**src/rtl/rv_fetch_pkg.sv**
```systemverilog
// Shared types for the fetch/PC unit: FSM states, redirect selection and the NOP word.
package rv_fetch_pkg;

    typedef enum logic [2:0] {
        ST_IDLE  = 3'd0,
        ST_REQ   = 3'd1,
        ST_WAIT  = 3'd2,
        ST_VALID = 3'd3,
        ST_HALT  = 3'd4
    } fetch_state_e;

    typedef enum logic [1:0] {
        SEL_SEQ  = 2'd0,
        SEL_BR   = 2'd1,
        SEL_JAL  = 2'd2,
        SEL_JALR = 2'd3
    } redirect_sel_e;

    localparam logic [31:0] NOP_WORD = 32'h0000_0013;

    function automatic logic [31:0] word_align(input logic [31:0] addr);
        return {addr[31:2], 2'b00};
    endfunction

endpackage

```
**src/rtl/next_pc_sel.sv**
```systemverilog
// Next-PC priority mux (jalr > jal > branch > pc+4) with redirect alignment check.
module next_pc_sel
    import rv_fetch_pkg::*;
(
    input  logic [31:0] pc,
    input  logic        branch_taken,
    input  logic [31:0] branch_target,
    input  logic        jal,
    input  logic [31:0] jal_target,
    input  logic        jalr,
    input  logic [31:0] jalr_target,
    output logic [31:0] next_pc,
    output logic        misaligned
);

    redirect_sel_e sel;

    always_comb begin
        if (jalr)              sel = SEL_JALR;
        else if (jal)          sel = SEL_JAL;
        else if (branch_taken) sel = SEL_BR;
        else                   sel = SEL_SEQ;
    end

    always_comb begin
        unique case (sel)
            SEL_JALR: next_pc = {jalr_target[31:1], 1'b0};
            SEL_JAL:  next_pc = jal_target;
            SEL_BR:   next_pc = branch_target;
            default:  next_pc = pc + 32'd4;
        endcase
    end

    // Sequential pc+4 from an aligned pc can never fault, so only redirects are checked.
    assign misaligned = (sel != SEL_SEQ) && (next_pc[1:0] != 2'b00);

endmodule

```
**src/rtl/fetch_pc_unit.sv**
```systemverilog
// Program counter and single-outstanding instruction fetch over a req/gnt/rvalid interface.
module fetch_pc_unit
    import rv_fetch_pkg::*;
#(
    parameter logic [31:0] RESET_PC  = 32'h0000_0000,
    parameter logic [31:0] NOP_INSTR = NOP_WORD
) (
    input  logic        clk,
    input  logic        rst_n,
    input  logic        branch_taken,
    input  logic [31:0] branch_target,
    input  logic        jal,
    input  logic [31:0] jal_target,
    input  logic        jalr,
    input  logic [31:0] jalr_target,
    input  logic        stall,
    input  logic        flush,
    input  logic [31:0] flush_pc,
    output logic        imem_req,
    output logic [31:0] imem_addr,
    input  logic        imem_gnt,
    input  logic        imem_rvalid,
    input  logic [31:0] imem_rdata,
    output logic        instr_valid,
    output logic [31:0] instr,
    output logic [31:0] instr_pc,
    output logic [31:0] instr_pc_plus4,
    output logic        misalign_err,
    output logic        halted
);

    fetch_state_e state_q, state_d;
    logic [31:0]  pc_q, pc_d;
    logic         kill_q, kill_d;
    logic         mis_q, mis_d;
    logic [31:0]  instr_q, instr_pc_q;
    logic         load_instr;
    logic [31:0]  next_pc;
    logic         misaligned;

    next_pc_sel u_next_pc_sel (
        .pc            (pc_q),
        .branch_taken  (branch_taken),
        .branch_target (branch_target),
        .jal           (jal),
        .jal_target    (jal_target),
        .jalr          (jalr),
        .jalr_target   (jalr_target),
        .next_pc       (next_pc),
        .misaligned    (misaligned)
    );

    always_comb begin
        // NOTE: every signal gets a default before the case so no latch is inferred.
        state_d    = state_q;
        pc_d       = pc_q;
        kill_d     = kill_q;
        mis_d      = 1'b0;
        load_instr = 1'b0;

        unique case (state_q)
            ST_IDLE: state_d = ST_REQ;
            ST_REQ: begin
                if (imem_gnt) state_d = ST_WAIT;
            end
            ST_WAIT: begin
                if (imem_rvalid) begin
                    if (kill_q) begin
                        kill_d  = 1'b0;
                        state_d = ST_REQ;
                    end else begin
                        load_instr = 1'b1;
                        state_d    = ST_VALID;
                    end
                end
            end
            ST_VALID: begin
                if (!stall) begin
                    if (misaligned) begin
                        mis_d   = 1'b1;
                        state_d = ST_HALT;
                    end else begin
                        pc_d    = next_pc;
                        state_d = ST_REQ;
                    end
                end
            end
            ST_HALT: state_d = ST_HALT;
            default: state_d = ST_IDLE;
        endcase

        // Flush overrides everything above; a granted or pending response must be discarded.
        if (flush) begin
            pc_d       = word_align(flush_pc);
            mis_d      = 1'b0;
            load_instr = 1'b0;
            unique case (state_q)
                ST_REQ: begin
                    state_d = imem_gnt ? ST_WAIT : ST_REQ;
                    kill_d  = imem_gnt;
                end
                ST_WAIT: begin
                    state_d = imem_rvalid ? ST_REQ : ST_WAIT;
                    kill_d  = !imem_rvalid;
                end
                default: begin
                    state_d = ST_REQ;
                    kill_d  = 1'b0;
                end
            endcase
        end
    end

    // NOTE: sequential state uses non-blocking assignments so all registers update together.
    always_ff @(posedge clk or negedge rst_n) begin
        if (!rst_n) begin
            state_q    <= ST_IDLE;
            pc_q       <= RESET_PC;
            kill_q     <= 1'b0;
            mis_q      <= 1'b0;
            instr_q    <= NOP_INSTR;
            instr_pc_q <= RESET_PC;
        end else begin
            state_q <= state_d;
            pc_q    <= pc_d;
            kill_q  <= kill_d;
            mis_q   <= mis_d;
            if (load_instr) begin
                instr_q    <= imem_rdata;
                instr_pc_q <= pc_q;
            end
        end
    end

    assign imem_req       = (state_q == ST_REQ);
    assign imem_addr      = pc_q;
    assign instr_valid    = (state_q == ST_VALID);
    assign instr          = instr_valid ? instr_q : NOP_INSTR;
    assign instr_pc       = instr_pc_q;
    assign instr_pc_plus4 = instr_pc_q + 32'd4;
    assign misalign_err   = mis_q;
    assign halted         = (state_q == ST_HALT);

endmodule

```
**config.mk**
```make
export PLATFORM = sky130hd
export DESIGN_NAME = fetch_pc_unit
export DESIGN_NICKNAME = d
export VERILOG_FILES = /design/src/rtl/rv_fetch_pkg.sv /design/src/rtl/next_pc_sel.sv /design/src/rtl/fetch_pc_unit.sv
export SDC_FILE = /design/constraint.sdc
export NUM_CORES = 1
export LEC_CHECK = 0
export CAP_MARGIN = 20
export CORE_ASPECT_RATIO = 0.7
export CORE_MARGIN = 2
export CORE_UTILIZATION = 42
export DETAILED_ROUTE_END_ITERATION = 10
export PLACE_DENSITY_LB_ADDON = 0.05
export SETUP_SLACK_MARGIN = 0.15
export SLEW_MARGIN = 15
export SYNTH_ARGS = -nofsm -noshare
export SYNTH_HDL_FRONTEND = slang
export SYNTH_HIERARCHICAL = 1
export SYNTH_SLANG_ARGS = --single-unit
```
**constraint.sdc**
```tcl
create_clock -name clk -period 2.1 [get_ports clk]
set_input_delay 0.42 -clock clk [delete_from_list [all_inputs] [get_ports clk]]
set_output_delay 0.42 -clock clk [all_outputs]
set_load 0.005 [all_outputs]
```
==> results.md <==
- Synth Area in XOR/XNOR: 0.07703
- GR Util met2: 0.5253
- Slew headroom: 0.5064
- Setup violations, final: 48
- Clk Latency, worst-skew pair: roughly 350 ps
- CTS max path bufs: 2
- Die Ht: 107.0 µm
- Post-route ant nets: 0
- TritonCTS clock tree: built
- Num CTS Buffers: 9
- Grt met1 use: 0.4100
- Share of cells above drive strength 1: 0.3706
- Die area: between 15000 and 20000 µm²
- # rows: 37
- Clk_skew: approximately 10 ps
- Starting DRT DRC Count: 540
- Mux share of post-synthesis cell area: 0.1210
- Synth Net Count: 856
- RSZ-0062 raised after global routing: true
- First-pass GRT wire length: a little under 40 mm
- Synth Cell Area: 6367 µm²
- P&R area growth vs syn: 82.75%
- PwrDens: between 900 and 1000 nW/µm²
- Worst path cell trace: nand3_2, nor4_4, buf_4, buf_6, nand4_1, xnor2_1, buf_2
- Die W: 151.2 µm
- Fmax: between 300 and 400 MHz
- Max FO, Critical Path: 2
- Critical path's slowest cell: dfrtp_1
- Tmin final: roughly 2500 ps
- Min-delay worst type: input pin to async pin
- Post-route cell area: roughly 12000 µm²
- Setup Slack @ Placement: -384.0 ps
- Setup ws final: -401.0 ps
- Crit path capture type: output port
- Core box area: about 15000 µm²
- Vias per cell: 5.519
- Crit Reg-Reg Endpoint: imem_addr[25]$_DFFE_PN0P_
- Largest family of logic cells by synthesized area: simple AND/OR/NAND/NOR gates
- Post-Syn Area per Cell: 9.295 µm²
- Adder-cell share of the synthesized area: 0.003930
- Final nets: between 1000 and 1500
- Fill count: 958
- Global placement routability congestion: around 0.94
- Measured slew at the worst slew-check pin: between 700 and 800 ps
- Global Route Usage Sum: 0.3122
- Ports: roughly 300
- Synth cell types: just under 50
- Seq/Total Area, Yosys: 0.3975
- Worst EP arrival: between 2000 and 2500 ps
- Largest net degree at the start of global routing: 70
- EDFF count, synth: 0
- Clk slew on worst S/H paths: 70 ps
- Peak supply drop: around 0.00066 V
- CP Launch Type: register
- Fin. max-slew vios: 0
- Drt total wl: roughly 26 mm
- # hold bufs at CTS: 0
- Initial antenna violation count: 2
- Flop2flop setup slack: 190 ps
- Placed Area: 10180 µm²
- Status: finished with violations
- Simple-Gate Fraction of Synth Area: 0.2181
- CTS Root Cell: clkbuf_16
- Vias in the first global route: between 7000 and 8000
- Failing checks: setup timing
- Worst r2r path cells: 7
- H-tree Lvls: 3
- Clock sink count: ~100
- Remaining DRCs: 0
- Max cap viols: 0
- Buffers on Ports: around 300
- Final hold slack: between 20 and 25 ps
- Detailed Routing Iterations Pass 1: 5
- Primary FF master, synth: dfrtp_1
- Leakage power: ~5.2 nW
- Met3 Track Usage GR: 0.05574
- Worst r2r src: imem_addr[3]$_DFFE_PN0P_
- Via Count: between 7000 and 8000
- Initial Util: 0.4312
- Global route hottest layer: met2
- Final hold viol count: 0
- Detailed placer's ending HPWL: approximately 18 mm
- Most common cell after layout, fill and taps aside: clkdlybuf4s50_1
- Slowest stage delay, CP: approximately 380 ps
- Async set-reset flop share out of synthesis: 1.000
- Post-synthesis instance total: 685
- WL/cell: approximately 20 µm
- Synth Area in Compound Gates: 0.1399
- Total grt overflow: 0
- Crit path required time: about 1700 ps
- Power Total: between 10 and 15 mW
- Crit Path Class: register to output port
- Yosys warnings: 6
- Commonest cells after routing, fill and taps aside: clkdlybuf4s50_1 (225), buf_4 (100), dfrtp_1 (96)
- Flops & latches, synth: 101
- Final period util: 1.191
## power breakdown
part	leakage (nW)	internal (mW)	total [mW]	switching [mW]
combinational	3.78	3.43	5.63	2.20
clock	0.159	1.06	1.88	0.814
sequential	1.23	2.65	3.13	0.487
## timing repair
| item | CTS | global route |
|---|---|---|
| endpoints found under the setup margin | 96 | 96 |
| pin swaps | 51 | 44 |
| gates cloned | 5 | 1 |
| gates resized for setup | 336 | 106 |
| hold endpoints to repair | 0 | 0 |
| buffers inserted | 37 | 18 |
## layout make-up
type / instances / area (µm²) / area share
Inverter: 12 / 46.29 / 0.003978
Clock inverter: 7 / 105.1 / 0.009032
Sequential cell: 101 / 2534 / 0.2177
Tap cell: 195 / 244.0 / 0.02097
Timing Repair Buffer: 453 / 4424 / 0.3802
Antenna cell: 2 / 5.005 / 0.0004301
Multi-Input combinational cell: 527 / 4053 / 0.3483
Clock buffer: 9 / 225.2 / 0.01935
## metal layers
metal | routed length [µm] | share of wire
met1 | 10880 | 0.41
met2 | 12970 | 0.49
met3 | 1841 | 0.070
met4 | 717 | 0.027
met5 | 0 | 0
## through the flow
step / utilization / TNS [ps] / cells
after floorplan: - / 0 / 685
after global placement: 0.6893 / -12740 / 1227
after detailed placement: 0.6893 / -14940 / 1227
after CTS: 0.7470 / -4771 / 1285
after global routing: 0.7879 / -8925 / 1306
final: 0.7879 / -6328 / 1306
## Yosys cell counts (all sizes together) (3+ instances only)
master | instances | area share
mux2i | 5 | 0.0079
and4 | 4 | 0.0059
o22ai | 20 | 0.020
dfstp | 3 | 0.012
inv | 11 | 0.0065
xnor2 | 42 | 0.058
nand2b | 4 | 0.0039
nor2 | 39 | 0.023
o221ai | 9 | 0.012
buf | 22 | 0.022
a22oi | 10 | 0.012
mux2 | 64 | 0.11
nor4 | 8 | 0.015
o21ai | 4 | 0.0031
nor3 | 9 | 0.0079
and3 | 7 | 0.0069
nand3 | 23 | 0.020
nor2b | 35 | 0.034
nor3b | 3 | 0.0035
a21oi | 102 | 0.085
nand4 | 15 | 0.022
dfrtp | 98 | 0.39
clkbuf | 23 | 0.014
nand2 | 62 | 0.037
xor2 | 14 | 0.019
and2 | 33 | 0.032
## worst max path at each step
stage                                   from                        end  slack [ps]
floorplan                                jal  imem_addr[23]$_DFFE_PN0P_         150
global placement     instr_pc[2]$_DFFE_PN0P_         instr_pc_plus4[31]        -300
detailed placement                       jal  imem_addr[11]$_DFFE_PN0P_        -380
CTS                 instr_pc[13]$_DFFE_PN0P_         instr_pc_plus4[31]        -330
global route        instr_pc[19]$_DFFE_PN0P_         instr_pc_plus4[31]        -470
finish              instr_pc[17]$_DFFE_PN0P_         instr_pc_plus4[31]        -400
## worst max-delay path, delay by kind of cell (launching register included)
family	cells	cell delay, ps
DFF	1	380
xor gates and xnor gates	1	240
and+or+nand+nor	3	680
buffers and inverters	3	420
## sequential cells by signal, summed over array words and instances, names as in the netlist
| name | flops |
|---|---|
| imem_addr | 32 |
| instr_pc | 32 |
| instr_q | 32 |
| kill_q | 1 |
| misalign_err | 1 |
| state_q | 3 |
## cells by family after synthesis
| family | Yosys count |
|---|---|
| fa+ha+maj | 2 |
| xor+xnor | 56 |
| compound gates | 152 |
| flops | 101 |
| mux | 69 |
| simple gates | 248 |
| buf+inv | 57 |
Power figures use the tool's default switching activity.
==> edit 1 (config.mk and constraints unchanged) <==
Re-encode `fetch_state_e` (5 states) as one-hot, 5 bits wide.
--- a/src/rtl/rv_fetch_pkg.sv
+++ b/src/rtl/rv_fetch_pkg.sv
@@ -2,10 +2,10 @@
 package rv_fetch_pkg;
 
-    typedef enum logic [2:0] {
-        ST_IDLE  = 3'd0,
-        ST_REQ   = 3'd1,
-        ST_WAIT  = 3'd2,
-        ST_VALID = 3'd3,
-        ST_HALT  = 3'd4
+    typedef enum logic [4:0] {
+        ST_IDLE  = 5'b00001,
+        ST_REQ   = 5'b00010,
+        ST_WAIT  = 5'b00100,
+        ST_VALID = 5'b01000,
+        ST_HALT  = 5'b10000
     } fetch_state_e;
 
Function: same outputs for any inputs over 4 cycles, from zero or initial values and one cycle with rst_n low; so few cycles prove little.
==> edit 1 against the unedited design <==
- the run still ends with setup timing left
- setup slack worse by 68 ps
- utilization up 3.6 points
- sequential cell count up 2
- global-route usage up 1.9 points
- die area up 2.6%
- combinational power down 12%
- synthesized area up 2.7%
- sequential share of layout area down 1.4 points
- power down 7.3%
- routed wire length up 16%
- final cell count down 0.31%
- cell area up 8.8%
- largest cell class unchanged
==> edit 1: results <==
{
  "vdd_drop_max_uv": 592,
  "reg2reg_depth": 11,
  "ys_seq_area_frac": 0.395,
  "synth_nets": 810,
  "layout-drive-gt1-share": 0.467,
  "diodes": 0,
  "clock_skew_ps": 18.4,
  "place_area_mm2": 0.0106,
  "worst_slack_ps": -470,
  "violations": "setup timing",
  "grt_max_degree": 39,
  "whs_ps": 39.1,
  "arrival_ps": 2150,
  "drt_iter0_drc": 527,
  "min_path_type": "in2async",
  "grt_pass1_vias": 7454,
  "grt_use_total": 0.331,
  "vias": 7365,
  "post-place-ws_ps": -825,
  "r2r-start": "state_q[4]",
  "cpMaxStageDelayCell": "or3_4",
  "intPower_uw": 6470,
  "synth.area.top_cells": "dfrtp_1 (38%), mux2_2 (19%), xnor2_1 (5.6%)",
  "worstReg2RegEnd": "instr_q[29]",
  "final-setup-viol-count": 157,
  "hpwl_mm": 18.5,
  "wl_per_cell_um": 23.5,
  "synthTopCellsByCount": "mux2_2 (113), dfrtp_1 (99), a21oi_1 (42), xnor2_1 (42), nor2_1 (38)",
  "yosysUniqueCellTypes": 51,
  "cpPeakStageDelay_ps": 450,
  "r2r_slack_ps": -280,
  "gp_congestion": 0.936,
  "antenna_found_initial": 0,
  "outcome": "finished, violations left",
  "worstMarginPinSlew_ps": 612,
  "leakagePower_uw": 0.00576,
  "layout.nets": 1268
}
[edit 1: cell count changes in the layout (fill, tap and decap cells not counted), sizes merged, moves of 5 or more]
cell   unedited run  this run
buf             219       258
a21oi           102        42
nand2            62        30
nor2b            35         2
nor4              8        15
mux2             64       124
or3               2         7
[edit 1: layout make-up]
class / instances / area, um2
Timing Repair Buffer: 491 / 4970
Multi-Input combinational cell: 482 / 4500
Fill cell: 851 / 2700
Sequential cell: 103 / 2580
Tap cell: 200 / 250
Clock buffer: 10 / 229
Clock inverter: 6 / 76.3
Inverter: 10 / 50.0
[edit 1: how the worst max path moves through the flow]
stage / slack [ps] / endpoint
after detailed placement: -830 / imem_addr[19]
after floorplan: -230 / imem_addr[22]
final: -470 / instr_pc_plus4[28]
after global placement: -760 / imem_addr[19]
after CTS: -290 / instr_pc_plus4[28]
after global routing: -550 / instr_pc_plus4[28]
[edit 1: repair_timing]
action                                  4_1_cts  5_1_grt
endpoints found under the setup margin      161      166
gates resized for setup                     428       91
pin swaps                                    77       62
cloned                                       11        1
hold endpoints to repair                      0        0
setup buffers                                53       23
[edit 1: power groups by stage]
stage | registers, uW | clock network [uW] | logic, uW
after global placement | 3010 | 0 | 4170
final | 3140 | 1780 | 4940
after CTS | 3050 | 1770 | 4460
after global routing | 3190 | 1860 | 5200
after detailed placement | 3060 | 0 | 4270
after floorplan | 3210 | 0 | 1470
[edit 1: logic make-up after synthesis]
| kind of cell | synth area share |
|---|---|
| adder cells (fa/ha/maj) | 0.00382 |
| AND/OR/NAND/NOR | 0.175 |
| AO/OA/AOI/OAI | 0.0891 |
| XOR/XNOR | 0.0763 |
| buffers and inverters | 0.0379 |
| flip-flops | 0.395 |
| multiplexers | 0.223 |
[edit 1: metal layers]
metal | vias up | share of wire | track usage
met4 | 0 | 0.028 | 0.0866
met5 | - | 0 | 0
met2 | 420 | 0.49 | 0.564
li1 | 3243 | - | -
met1 | 3630 | 0.41 | 0.432
met3 | 72 | 0.075 | 0.0705
[edit 1: per-stage QoR]
step           TNS, ps  std cells  utilization
6_report        -34420       1302        0.824
2_1_floorplan    -6260        639            -
3_3_place_gp    -32350       1198        0.688
5_1_grt         -41030       1302        0.824
4_1_cts         -14740       1278        0.786
3_5_place_dp    -37660       1198        0.688
==> edit 2 (config.mk and constraints unchanged) <==
Without the edit above. Register the output `misalign_err` once more, cleared by the reset; this adds one clock of latency there. The other outputs are not delayed to match.
--- a/src/rtl/fetch_pc_unit.sv
+++ b/src/rtl/fetch_pc_unit.sv
@@ -139,5 +139,11 @@
     assign instr_pc       = instr_pc_q;
     assign instr_pc_plus4 = instr_pc_q + 32'd4;
-    assign misalign_err   = mis_q;
+    always_ff @(posedge clk or negedge rst_n) begin
+        if (!rst_n) begin
+            misalign_err <= '0;
+        end else begin
+            misalign_err <= mis_q;
+        end
+    end
     assign halted         = (state_q == ST_HALT);
 
Formal check against the unedited RTL: not equivalent (a bounded check fails within 10 cycles, from zero or initial values and one cycle with rst_n low).
==> edit 2 against the unedited design <==
- maximum frequency grew 1.8%
- via count shrank 0.17%
- synthesized area grew 4.4%
- global-route usage shrank 1.7 points
- the flow still finishes with violations (setup timing)
- highest routed layer unchanged
- sequential cell count grew 1
- sequential share of layout area shrank 0.66 points
- setup slack gained 43 ps
- cell area grew 4.2%
- routed wire length grew 5.3%
- sequential power shrank 3%
- critical path type unchanged
- power grew 1.7%
==> edit 2: results <==
{
  "gp_congestion": 0.902,
  "critPathTopFamily": "buffers and inverters",
  "path_clk_slew_ps": 80,
  "diodes": 0,
  "min_path_type": "reg2reg",
  "yosys_warnings": 6,
  "grt_pass1_vias": 6817,
  "cts_root_buffer": "clkbuf_16",
  "grt_use_total": 0.296,
  "synthTopCellsByCount": "dfrtp_1 (99), nand2_1 (63), mux2_4 (60), a21oi_1 (45), xnor2_1 (41)",
  "drt_iter0_drc": 482,
  "cp_max_fo": 3,
  "cpMaxStageDelayCell": "dfrtp_1",
  "outcome": "finished, violations left",
  "cts-buffers-inserted": 9,
  "layout-drive-gt1-share": 0.384,
  "numPlacedInstances": 1222,
  "worst_slack_ps": -358,
  "htreeDepth": 3,
  "grt_max_degree": 71,
  "yosysUniqueCellTypes": 48,
  "synth_nets": 835,
  "vdd_drop_max_uv": 439,
  "async_reset_ff_frac": 1.00,
  "leakagePower_uw": 0.00579,
  "clock_skew_ps": 8.99,
  "insertion_delay_ps": 350,
  "final-setup-viol-count": 118,
  "synthCells": 664,
  "worstMarginPinSlew_ps": 684,
  "place_area_mm2": 0.0104,
  "n_fill_cell": 992,
  "final.setup.tns_ps": -10910,
  "cts_buffer_depth": 2,
  "vias_per_cell": 5.50,
  "io_buffers": 297,
  "intPower_uw": 7230,
  "arrival_ps": 2040,
  "wl_per_cell_um": 21.3,
  "ys.flop_type": "dfrtp_1",
  "wirelength_mm": 27.8,
  "violations": "setup timing",
  "ys_seq_area_frac": 0.385,
  "antenna_found_initial": 0,
  "grt_pass1_wl_mm": 38.1,
  "synth.area.top_cells": "dfrtp_1 (37%), mux2_4 (14%), xnor2_1 (5.4%)",
  "drcViolationCount": 0,
  "hpwl_mm": 17.8,
  "dr.pass1.iters": 5,
  "layout.nets": 1274
}
==> edit 2: metrics by stage <==
step	util	hold slack (ps)	worst slack, ps	total power, uW
2_1_floorplan	-	124	157	5030
3_3_place_gp	0.673	335	-365	7860
3_5_place_dp	0.673	342	-539	7980
4_1_cts	0.724	350	-401	10100
5_1_grt	0.782	355	-485	11300
6_report	0.782	345	-358	10800
==> edit 2: repair_timing <==
item | in CTS | in global routing
endpoints found under the hold margin | 6 | 0
setup endpoints to repair | 96 | 156
buffers inserted | 29 | 23
cloned | 6 | 11
pin swaps | 45 | 57
hold buffers | 1 | 0
gates resized for setup | 323 | 142
==> edit 2: cell type report <==
type,count,area (um2),area share
clock buffer,9,225,0.0186
clock inverter,7,63.8,0.00526
inverter,13,52.6,0.00434
multi-input combinational,507,4300,0.355
sequential,102,2560,0.211
tap,200,250,0.0206
timing repair buffer,470,4670,0.385
==> edit 2: final timing paths <==
check                                 start                  to  slack [ps]  cells past startpoint
worst max-delay path            instr_pc[5]  instr_pc_plus4[25]        -360                      9
worst min-delay path                  mis_q        misalign_err         350                      0
worst max register to register   state_q[2]         instr_pc[5]         -80                      7
worst min register to register        mis_q        misalign_err         350                      0
max in group asynchronous             rst_n          instr_q[1]         930                      3
min in group asynchronous             rst_n          instr_q[6]         520                      2
==> edit 2: cells by family (layout without fill, tap and decap cells) <==
group,count (synthesis),in the layout,share of synthesized area
adders and majority gates,2,2,0.00376
AOI/OAI and AO/OA,128,128,0.111
xor gates and xnor gates,56,56,0.0738
DFF,102,102,0.385
muxes,98,98,0.194
buffers and inverters,57,499,0.0531
and+or+nand+nor,221,223,0.180
==> edit 2: per-layer routing <==
metal / wire length, um / track usage / up-vias
li1: - / - / 3255
met1: 11800 / 0.397 / 3515
met2: 13200 / 0.490 / 386
met3: 2300 / 0.0680 / 40
met4: 458 / 0.0701 / 0
met5: 0 / 0 / -
==> edit 2: power by group through the flow <==
stage	sequential [uW]	clock (uW)	combinational, uW
5_1_grt	3100	1750	6480
3_5_place_dp	3000	0	4970
3_3_place_gp	2960	0	4900
4_1_cts	2980	1670	5450
2_1_floorplan	3160	0	1860
6_report	3030	1640	6150
